File: src/rtl/bip_run_controller.sv
// rtl/bip_run_controller.sv - host-link sequencer that loads, runs, steps and dumps the BIP CPU
module bip_run_controller #(
   parameter int                       PC_CANT_BITS  = 11,
   parameter int                       OPCODE_LENGTH = 5,
   parameter int                       INSTR_WIDTH   = 16,
   parameter int                       DATA_WIDTH    = 16,
   parameter logic [OPCODE_LENGTH-1:0] HALT_OPCODE   = '0
) (
   input  logic                     i_clock,
   input  logic                     i_soft_reset,
   input  logic [7:0]               i_rx_data,
   input  logic                     i_rx_valid,
   output logic [7:0]               o_tx_data,
   output logic                     o_tx_valid,
   input  logic                     i_tx_ready,
   output logic                     o_prog_we,
   output logic [PC_CANT_BITS-1:0]  o_prog_addr,
   output logic [INSTR_WIDTH-1:0]   o_prog_data,
   output logic                     o_cpu_enable,
   output logic                     o_cpu_reset,
   input  logic [OPCODE_LENGTH-1:0] i_opcode,
   input  logic [PC_CANT_BITS-1:0]  i_pc,
   input  logic [DATA_WIDTH-1:0]    i_acc,
   output logic                     o_busy
);

   localparam logic [7:0] CMD_LOAD  = 8'h4C;
   localparam logic [7:0] CMD_RUN   = 8'h52;
   localparam logic [7:0] CMD_STEP  = 8'h53;
   localparam logic [2:0] LAST_BYTE = 3'd5;

   typedef enum logic [2:0] {
      IDLE, LD_COUNT, LD_HI, LD_LO, CPU_RST, RUN, STEP, DUMP
   } state_t;

   state_t                  state, state_next;
   logic [7:0]              count_n;
   logic [PC_CANT_BITS-1:0] addr_cnt;
   logic [7:0]              word_hi;
   logic                    prog_we_q;
   logic [PC_CANT_BITS-1:0] prog_addr_q;
   logic [INSTR_WIDTH-1:0]  prog_data_q;
   logic [15:0]             cyc_cnt;
   logic [15:0]             snap_pc, snap_acc, snap_cyc;
   logic [2:0]              byte_idx;
   logic                    tx_valid_q;
   logic [7:0]              tx_byte;
   logic                    cpu_enable;
   logic                    is_halt;
   logic                    last_word;

   assign is_halt   = (i_opcode == HALT_OPCODE);
   assign last_word = ((addr_cnt + PC_CANT_BITS'(1)) == PC_CANT_BITS'(count_n));

   always_ff @(posedge i_clock) begin
      if (i_soft_reset) begin
         state <= IDLE;
      end else begin
         state <= state_next;
      end
   end

   // Enable is combinational so the HALT instruction itself is never executed.
   always_comb begin
      state_next = state;
      cpu_enable = 1'b0;
      case (state)
         IDLE: begin
            if (i_rx_valid) begin
               case (i_rx_data)
                  CMD_LOAD: state_next = LD_COUNT;
                  CMD_RUN:  state_next = RUN;
                  CMD_STEP: state_next = STEP;
                  default:  state_next = IDLE;
               endcase
            end
         end
         LD_COUNT: begin
            if (i_rx_valid) begin
               state_next = (i_rx_data == 8'h00) ? IDLE : LD_HI;
            end
         end
         LD_HI: begin
            if (i_rx_valid) begin
               state_next = LD_LO;
            end
         end
         LD_LO: begin
            if (i_rx_valid) begin
               state_next = last_word ? CPU_RST : LD_HI;
            end
         end
         CPU_RST: state_next = IDLE;
         RUN: begin
            if (is_halt) begin
               state_next = DUMP;
            end else begin
               cpu_enable = 1'b1;
            end
         end
         STEP: begin
            cpu_enable = !is_halt;
            state_next = DUMP;
         end
         DUMP: begin
            if (tx_valid_q && i_tx_ready && (byte_idx == LAST_BYTE)) begin
               state_next = IDLE;
            end
         end
         default: state_next = IDLE;
      endcase
   end

   always_ff @(posedge i_clock) begin
      if (i_soft_reset) begin
         count_n     <= '0;
         addr_cnt    <= '0;
         word_hi     <= '0;
         prog_we_q   <= 1'b0;
         prog_addr_q <= '0;
         prog_data_q <= '0;
         cyc_cnt     <= '0;
         snap_pc     <= '0;
         snap_acc    <= '0;
         snap_cyc    <= '0;
         byte_idx    <= '0;
         tx_valid_q  <= 1'b0;
      end else begin
         prog_we_q <= 1'b0;
         case (state)
            LD_COUNT: begin
               if (i_rx_valid && (i_rx_data != 8'h00)) begin
                  count_n  <= i_rx_data;
                  addr_cnt <= '0;
               end
            end
            LD_HI: begin
               if (i_rx_valid) begin
                  word_hi <= i_rx_data;
               end
            end
            LD_LO: begin
               if (i_rx_valid) begin
                  prog_we_q   <= 1'b1;
                  prog_addr_q <= addr_cnt;
                  prog_data_q <= INSTR_WIDTH'({word_hi, i_rx_data});
                  addr_cnt    <= addr_cnt + PC_CANT_BITS'(1);
               end
            end
            CPU_RST: cyc_cnt <= '0;
            // Snapshot one cycle after entry so a STEP's own instruction is reflected.
            DUMP: begin
               if (!tx_valid_q) begin
                  snap_pc    <= 16'(i_pc);
                  snap_acc   <= 16'(i_acc);
                  snap_cyc   <= cyc_cnt;
                  byte_idx   <= '0;
                  tx_valid_q <= 1'b1;
               end else if (i_tx_ready) begin
                  if (byte_idx == LAST_BYTE) begin
                     tx_valid_q <= 1'b0;
                     byte_idx   <= '0;
                  end else begin
                     byte_idx <= byte_idx + 3'd1;
                  end
               end
            end
            default: ;
         endcase
         if (cpu_enable && (cyc_cnt != 16'hFFFF)) begin
            cyc_cnt <= cyc_cnt + 16'd1;
         end
      end
   end

   always_comb begin
      tx_byte = 8'h00;
      case (byte_idx)
         3'd0:    tx_byte = snap_pc[15:8];
         3'd1:    tx_byte = snap_pc[7:0];
         3'd2:    tx_byte = snap_acc[15:8];
         3'd3:    tx_byte = snap_acc[7:0];
         3'd4:    tx_byte = snap_cyc[15:8];
         3'd5:    tx_byte = snap_cyc[7:0];
         default: tx_byte = 8'h00;
      endcase
   end

   assign o_tx_data    = tx_valid_q ? tx_byte : 8'h00;
   assign o_tx_valid   = tx_valid_q;
   assign o_prog_we    = prog_we_q;
   assign o_prog_addr  = prog_addr_q;
   assign o_prog_data  = prog_data_q;
   assign o_cpu_enable = cpu_enable;
   assign o_cpu_reset  = (state == CPU_RST);
   assign o_busy       = (state != IDLE);

endmodule

File: config.mk
export PLATFORM = sky130hd
export DESIGN_NAME = bip_run_controller
export DESIGN_NICKNAME = d
export VERILOG_FILES = /design/src/rtl/bip_run_controller.sv
export SDC_FILE = /design/constraint.sdc
export NUM_CORES = 1
export LEC_CHECK = 0
export ABC_CLOCK_PERIOD_IN_PS = 2500
export CAP_MARGIN = 20
export CORE_MARGIN = 10
export CORE_UTILIZATION = 35
export CTS_BUF_LIST = sky130_fd_sc_hd__clkbuf_16
export CTS_CLUSTER_SIZE = 12
export DETAILED_ROUTE_END_ITERATION = 16
export HOLD_SLACK_MARGIN = 0.06
export PLACE_DENSITY = 0.62
export SLEW_MARGIN = 20
export SYNTH_ARGS = -nofsm -noshare
export SYNTH_HDL_FRONTEND = slang
export SYNTH_SLANG_ARGS = --single-unit
File: constraint.sdc
create_clock -name i_clock -period 2.5 [get_ports i_clock]
set_input_delay 0.375 -clock i_clock [delete_from_list [all_inputs] [get_ports i_clock]]
set_output_delay 0.375 -clock i_clock [all_outputs]
set_load 0.02 [all_outputs]
==> impl_metrics.py, run 1 <==
metrics = {
    "floorplanning": {
        "die_w_um": 146,
        "fp-row-count": 45,
        "dieHeight_um": 146,
        "core_area_um2": 15300,
        "dieArea_um2": 21200,
        "ios": 84,
        "start_util_pct": 36.0,
    },
    "layout": {
        "fill_cells": 1567,
        "finalNonFillerCells": 1025,
        "layout_commonest_cell": "nand2_1",
        "final_util_pct": 47.5,
        "syn2layout_area_growth_pct": 31.9,
        "final_nets": 848,
        "layout_common_cells": "nand2_1 (182), dfxtp_1 (120), a21oi_1 (115), clkdlybuf4s50_1 (72), nor2_1 (56)",
        "diodes": 0,
        "drive_gt1_share_pct": 11.2,
        "stdcell_area_um2": 7280,
    },
    "worst_setup_path": {
        "cpMaxStageDelayCell": "a222oi_1",
        "cpPeakStageDelay_ns": 0.55,
        "r2r_cells": 8,
        "cp_max_fo": 12,
        "worst_setup_path_start_kind": "register",
        "required_ns": 2.12,
        "end_kind": "primary output",
        "crit_type": "reg2out",
        "crit_chain": "buf_4 -> and3b_2 -> a222oi_1 -> a21oi_1 -> clkdlybuf4s15_2",
        "arrival_ns": 2.13,
    },
    "sta": {
        "setup_viol_count_final": 1,
        "fmax_mhz": 399,
        "max_slew_margin_pct": 44.8,
        "rsz0062_at_grt": "false",
        "final_hold_viol_count": 0,
        "drv_slew": 0,
        "holdWs_ns": 0.355,
        "layout_min_cycle_time_ns": 2.51,
        "skew_ns": 0.00635,
        "finalSetupTns_ns": -0.00852,
        "tightest_slew_ns": 0.828,
        "fin_ws_ns": -0.00852,
        "fin_crit_sh_pct": 100,
    },
    "route": {
        "wire_per_inst_um": 14.6,
        "drc": 0,
        "drt_iter0_markers": 414,
        "antenna_left": 0,
        "vias": 5141,
        "first_pass_iters": 7,
        "viasPerCell": 5.02,
        "drt_wl_total_mm": 15.0,
    },
    "clocking": {
        "worstSkewPairLatency_ns": 0.42,
        "hold_buffers": 0,
        "numCtsBuffers": 17,
        "clock_path_buffers": 2,
        "clock_sinks": 121,
        "clkTransAtPathRegs_ns": 0.05,
        "cts_tree": "built",
        "cts_max_level": 4,
        "cts-root-buf": "clkbuf_16",
    },
    "synthesis": {
        "synth_nets": 762,
        "synthArstFlopShare_pct": 0,
        "yosysSeqAreaShare_pct": 43.9,
        "synth_flop_cell": "dfxtp_1",
        "ys_warn_count": 0,
        "syn_inst": 715,
        "synth_cell_types": 64,
        "syn_area_um2": 5520,
        "post_synth.cell_area_avg_um2": 7.72,
        "synth_edf_count": 0,
        "synth_seq_cells": 121,
    },
    "status": {
        "outcome": "complete, but fails checks",
        "failed_checks": "negative setup slack",
    },
    "pwr": {
        "p_per_area_nw_per_um2": 620,
        "power.leakage_nw": 2.50,
        "ir_worst_vdd_mv": 0.482,
        "power_mw": 4.51,
    },
    "global_routing": {
        "first_global_vias": 4905,
        "antenna_found_initial": 0,
        "grt_pass1_wl_mm": 25.1,
        "grt.total_usage_pct": 14.2,
        "grt_max_degree": 57,
        "grt_overflow": 0,
    },
    "hold_path": {
        "min_path_cells": 2,
        "min-delay-path-class": "in2reg",
    },
    "placement": {
        "dpl.cell_count": 992,
        "place_ws_ns": -0.208,
        "io_buffers": 83,
        "dp_hpwl_mm": 10.3,
        "dpl-instance-area_um2": 6690,
        "place_congestion": 0.827,
    },
    "run": {
        "maxCapViolations": 0,
    },
}
## where the power goes
group / internal, mW / switching, mW / leakage [nW]
registers: 1.94 / 0.00755 / 0.975
logic: 0.105 / 0.0982 / 1.24
clock network: 1.53 / 0.836 / 0.288
total: 3.57 / 0.942 / 2.50
## critical path: cells and delay by family (launching register included)
kind | cells | cell delay [ns]
buffers and inverters | 2 | 0.46
and+or+nand+nor | 1 | 0.26
DFF | 1 | 0.30
AOI/OAI and AO/OA | 2 | 0.70
## cell type report
class | instances | area (um2) | area share [%]
Multi-Input combinational cell | 536 | 2880 | 39.6
Sequential cell | 121 | 2420 | 33.3
Timing Repair Buffer | 120 | 1120 | 15.4
Clock buffer | 17 | 425 | 5.85
Tap cell | 211 | 264 | 3.63
Clock inverter | 15 | 143 | 1.96
Inverter | 5 | 18.8 | 0.258
## final timing paths
path | startpoint | endpoint | slack (ns)
worst max-delay path | byte_idx[2]$_SDFFE_PP0P_ | o_tx_data[4] | -0.009
worst min-delay path | i_soft_reset | count_n[5]$_SDFFE_PP0P_ | 0.36
worst max register to register | addr_cnt[0]$_SDFFE_PP0P_ | state[1]$_SDFFE_PP0P_ | 0.22
worst min register to register | o_prog_addr[9]$_SDFFE_PP0P_ | o_prog_addr[9]$_SDFFE_PP0P_ | 0.45
## cell families after synthesis
family | Yosys count | synth area share, %
compound gates | 177 | 18.7
xor+xnor | 14 | 2.22
fa+ha+maj | 3 | 0.680
buf+inv | 58 | 4.38
flops | 121 | 43.9
mux | 16 | 3.17
simple gates | 326 | 27.0
## registers in the layout (all words and copies together), names as in the netlist, 8 cells and up
| signal | count |
|---|---|
| cyc_cnt | 16 |
| o_prog_addr | 11 |
| o_prog_data | 16 |
| count_n | 8 |
| snap_pc | 11 |
| addr_cnt | 11 |
| word_hi | 8 |
| snap_acc | 16 |
| snap_cyc | 16 |
## timing repair
action,CTS,global route
buffers inserted,0,1
gates resized for setup,17,13
pin swaps,4,7
endpoints found under the setup margin,9,10
## synth_stat cells, types with 2 or more instances
| cell type | number | share of area (%) |
|---|---|---|
| a211oi_1 | 6 | 0.82 |
| a21oi_1 | 115 | 10 |
| and3b_1 | 3 | 0.48 |
| a22oi_1 | 4 | 0.54 |
| buf_6 | 2 | 0.41 |
| and3_1 | 4 | 0.45 |
| or3_1 | 9 | 1.0 |
| inv_1 | 4 | 0.27 |
| ha_1 | 3 | 0.68 |
| xnor2_1 | 8 | 1.3 |
| nor4_1 | 5 | 0.57 |
| nand4_1 | 4 | 0.45 |
| a31oi_1 | 8 | 0.91 |
| mux2_2 | 2 | 0.41 |
| buf_2 | 7 | 0.63 |
| nand3b_1 | 3 | 0.41 |
| and2_1 | 4 | 0.45 |
| nor3_1 | 13 | 1.2 |
| nand4b_1 | 4 | 0.63 |
| xor2_1 | 6 | 0.95 |
| clkbuf_1 | 42 | 2.9 |
| nand2_1 | 182 | 12 |
| nor2b_1 | 2 | 0.23 |
| nor2_1 | 57 | 3.9 |
| o21ai_0 | 13 | 1.2 |
| dfxtp_1 | 121 | 44 |
| o21ai_1 | 6 | 0.54 |
| nand2b_1 | 3 | 0.34 |
| a22o_1 | 6 | 0.95 |
| a222oi_1 | 5 | 0.91 |
| buf_1 | 2 | 0.14 |
| nand3_1 | 18 | 1.6 |
| mux2i_1 | 13 | 2.4 |
## per-layer routing
metal | vias to the layer above | GRT usage, % | routed length (um)
li1 | 2649 | - | -
met1 | 2375 | 19.1 | 7600
met2 | 102 | 21.3 | 6500
met3 | 15 | 4.25 | 716
met4 | 0 | 4.75 | 185
met5 | - | 0 | 0
Power figures use the tool's default switching activity.
==> inputs of run 2 (changes only) <==
--- a/config.mk
+++ b/config.mk
@@ -5,7 +5,7 @@
 export SDC_FILE = /design/constraint.sdc
 export NUM_CORES = 1
 export LEC_CHECK = 0
-export ABC_CLOCK_PERIOD_IN_PS = 2500
+export ABC_CLOCK_PERIOD_IN_PS = 3000
 export CAP_MARGIN = 20
 export CORE_MARGIN = 10
 export CORE_UTILIZATION = 35
==> constraint.sdc (replaced) <==
create_clock -name i_clock -period 3 [get_ports i_clock]
set_input_delay 0.45 -clock i_clock [delete_from_list [all_inputs] [get_ports i_clock]]
set_output_delay 0.45 -clock i_clock [all_outputs]
set_load 0.02 [all_outputs]
==> run 2 against run 1 <==
Worst hold slack improved by 0.096 ns. The flow now finishes without violations. Critical path type unchanged. Total power decreased by 11%. Via count decreased by 0.86%. Sequential share of layout area increased by 0.25 points. Non-clock buffer count decreased by 16. Die area unchanged. Worst setup slack improved by 0.20 ns. Utilization decreased by 0.36 points.
==> impl_metrics.py, run 2 (synthesis gave the netlist of run 1 again) <==
metrics = {
    "worst_setup_path": {
        "worst_setup_path_start_kind": "register",
        "crit_type": "reg2out",
        "r2r_cells": 7,
        "end_kind": "primary output",
        "rrSetupSlack_ns": 0.55,
        "cp_max_fo": 11,
        "crit-reg2reg-launch": "addr_cnt[0]$_SDFFE_PP0P_",
        "arrival_ns": 2.36,
        "crit_path_start": "byte_idx[1]$_SDFFE_PP0P_",
        "setup.worst_path.end": "o_tx_data[2]",
        "required_ns": 2.55,
        "rr_endpoint": "state[1]$_SDFFE_PP0P_",
    },
    "placement": {
        "io_buffers": 83,
        "place_ws_ns": 0.246,
        "dpl-instance-area_um2": 6560,
        "place_congestion": 0.840,
        "dp_hpwl_mm": 10.3,
    },
    "pwr": {
        "ir_worst_vdd_mv": 0.413,
        "p_comb_share_pct": 3.9,
        "power.leakage_nw": 2.51,
        "p_seq_share_pct": 40.4,
        "p_per_area_nw_per_um2": 556,
        "p_int_mw": 3.23,
        "power.share.switching_pct": 19.7,
        "p_clk_share_pct": 55.6,
        "switching_power_mw": 0.793,
    },
    "route": {
        "first_pass_iters": 5,
        "drc": 0,
        "drt_iter0_markers": 403,
        "drt_wl_total_mm": 15.0,
        "antenna_left": 0,
        "viasPerCell": 5.06,
        "wire_per_inst_um": 14.9,
        "vias": 5097,
    },
    "floorplanning": {
        "ios": 84,
        "die_w_um": 146,
        "dieArea_um2": 21200,
        "dieHeight_um": 146,
        "start_util_pct": 36.0,
        "core_area_um2": 15300,
        "fp-row-count": 45,
    },
    "clocking": {
        "cts_max_level": 4,
        "worstSkewPairLatency_ns": 0.42,
        "cts-root-buf": "clkbuf_16",
        "numCtsBuffers": 17,
        "clock_path_buffers": 2,
        "hold_buffers": 0,
        "clock_sinks": 121,
        "cts_tree": "built",
        "clkTransAtPathRegs_ns": 0.05,
        "post_cts_buffers": 0,
    },
    "layout": {
        "diodes": 0,
        "drive_gt1_share_pct": 8.79,
        "final_nets": 832,
        "fill_cells": 1558,
        "final_util_pct": 47.2,
        "syn2layout_area_growth_pct": 30.9,
        "layout_common_cells": "nand2_1 (182), dfxtp_1 (120), a21oi_1 (115), clkdlybuf4s50_1 (77), nor2_1 (56)",
        "stdcell_area_um2": 7220,
        "layout_commonest_cell": "nand2_1",
    },
    "global_routing": {
        "first_global_vias": 4777,
        "grt.total_usage_pct": 14.4,
        "grt_overflow": 0,
        "grt_pass1_wl_mm": 25.2,
        "antenna_found_initial": 0,
        "grt_max_degree": 64,
    },
    "sta": {
        "finalSetupTns_ns": 0,
        "drv_slew": 0,
        "rsz0062_at_grt": "false",
        "layout_min_cycle_time_ns": 2.81,
        "fin_ws_ns": 0.191,
        "max_slew_margin_pct": 46.2,
        "tightest_slew_ns": 0.808,
        "final_hold_viol_count": 0,
        "skew_ns": 0.00920,
        "setup_viol_count_final": 0,
        "fmax_mhz": 356,
        "fin_crit_sh_pct": 93.6,
    },
    "run": {
        "maxCapViolations": 0,
    },
    "status": {
        "outcome": "finished clean",
    },
    "hold_path": {
        "min-delay-path-class": "reg2reg",
    },
}
## run 2: cell types whose count changed in the layout (fill, tap and decap cells not counted), sizes merged, moves of 2 or more
cell           previous run  this run
buf                      38        22
clkdlybuf4s50            72        77
clkbuf                   21        17
dlymetal6s2s              1         5
bufinv                    3         6
clkinv                    9         6
dlygate4sd2               3         0
clkdlybuf4s15             2         0
## run 2: how the worst min path moves through the flow
stage / slack [ns] / depth (start not counted) / startpoint / end
finish: 0.45 / 2 / word_hi[5]$_SDFFE_PP0P_ / o_prog_data[13]$_SDFFE_PP0P_
detailed placement: 0.45 / 2 / word_hi[3]$_SDFFE_PP0P_ / o_prog_data[11]$_SDFFE_PP0P_
global route: 0.47 / 2 / snap_acc[14]$_SDFFE_PP0P_ / snap_acc[14]$_SDFFE_PP0P_
global placement: 0.44 / 2 / o_prog_addr[6]$_SDFFE_PP0P_ / o_prog_addr[6]$_SDFFE_PP0P_
CTS: 0.45 / 2 / word_hi[2]$_SDFFE_PP0P_ / o_prog_data[10]$_SDFFE_PP0P_
floorplan: 0.43 / 2 / word_hi[2]$_SDFFE_PP0P_ / o_prog_data[10]$_SDFFE_PP0P_
## run 2: power groups by stage
stage                     combinational, mW  sequential, mW  clock (mW)
after global routing                  0.173            1.62        2.33
final                                 0.159            1.62        2.24
after detailed placement              0.158            1.66           0
after floorplan                      0.0673            1.66           0
after CTS                             0.160            1.62        2.27
after global placement                0.159            1.66           0
## run 2: timing repair
item,in CTS,in global routing
pin swaps,0,4
resized for setup,1,8
endpoints found under the setup margin,8,8
## run 2: area by class of cell
class,count,area [um2],area share (%)
clock buffer,17,425,5.89
multi-input combinational,536,2870,39.7
tap,211,264,3.66
sequential,121,2420,33.6
timing repair buffer,104,1010,14.0
clock inverter,13,210,2.91
inverter,5,18.8,0.260
## run 2: critical path: stages (launching register included)
cell and delay, ns:
dfxtp_1 0.37, buf_4 0.21, mux2i_1 0.24, nor2_1 0.06, a21oi_1 0.11, nor2_1 0.05
a221oi_1 0.28, nor2_1 0.07, clkdlybuf4s50_1 0.55
## run 2: through the flow
stage	cells	hold slack (ns)	total power [mW]
2_1_floorplan	715	0.432	1.72
3_3_place_gp	977	0.444	1.82
3_5_place_dp	977	0.447	1.82
4_1_cts	1007	0.449	4.06
5_1_grt	1007	0.469	4.13
6_report	1007	0.451	4.02
## run 2: per-layer routing
layer	global-route usage, %	part of all wire [%]	up-vias
li1	-	-	2617
met1	20.4	52	2366
met2	20.5	43	96
met3	3.20	3.5	18
met4	6.02	1.7	0
met5	0	0	-
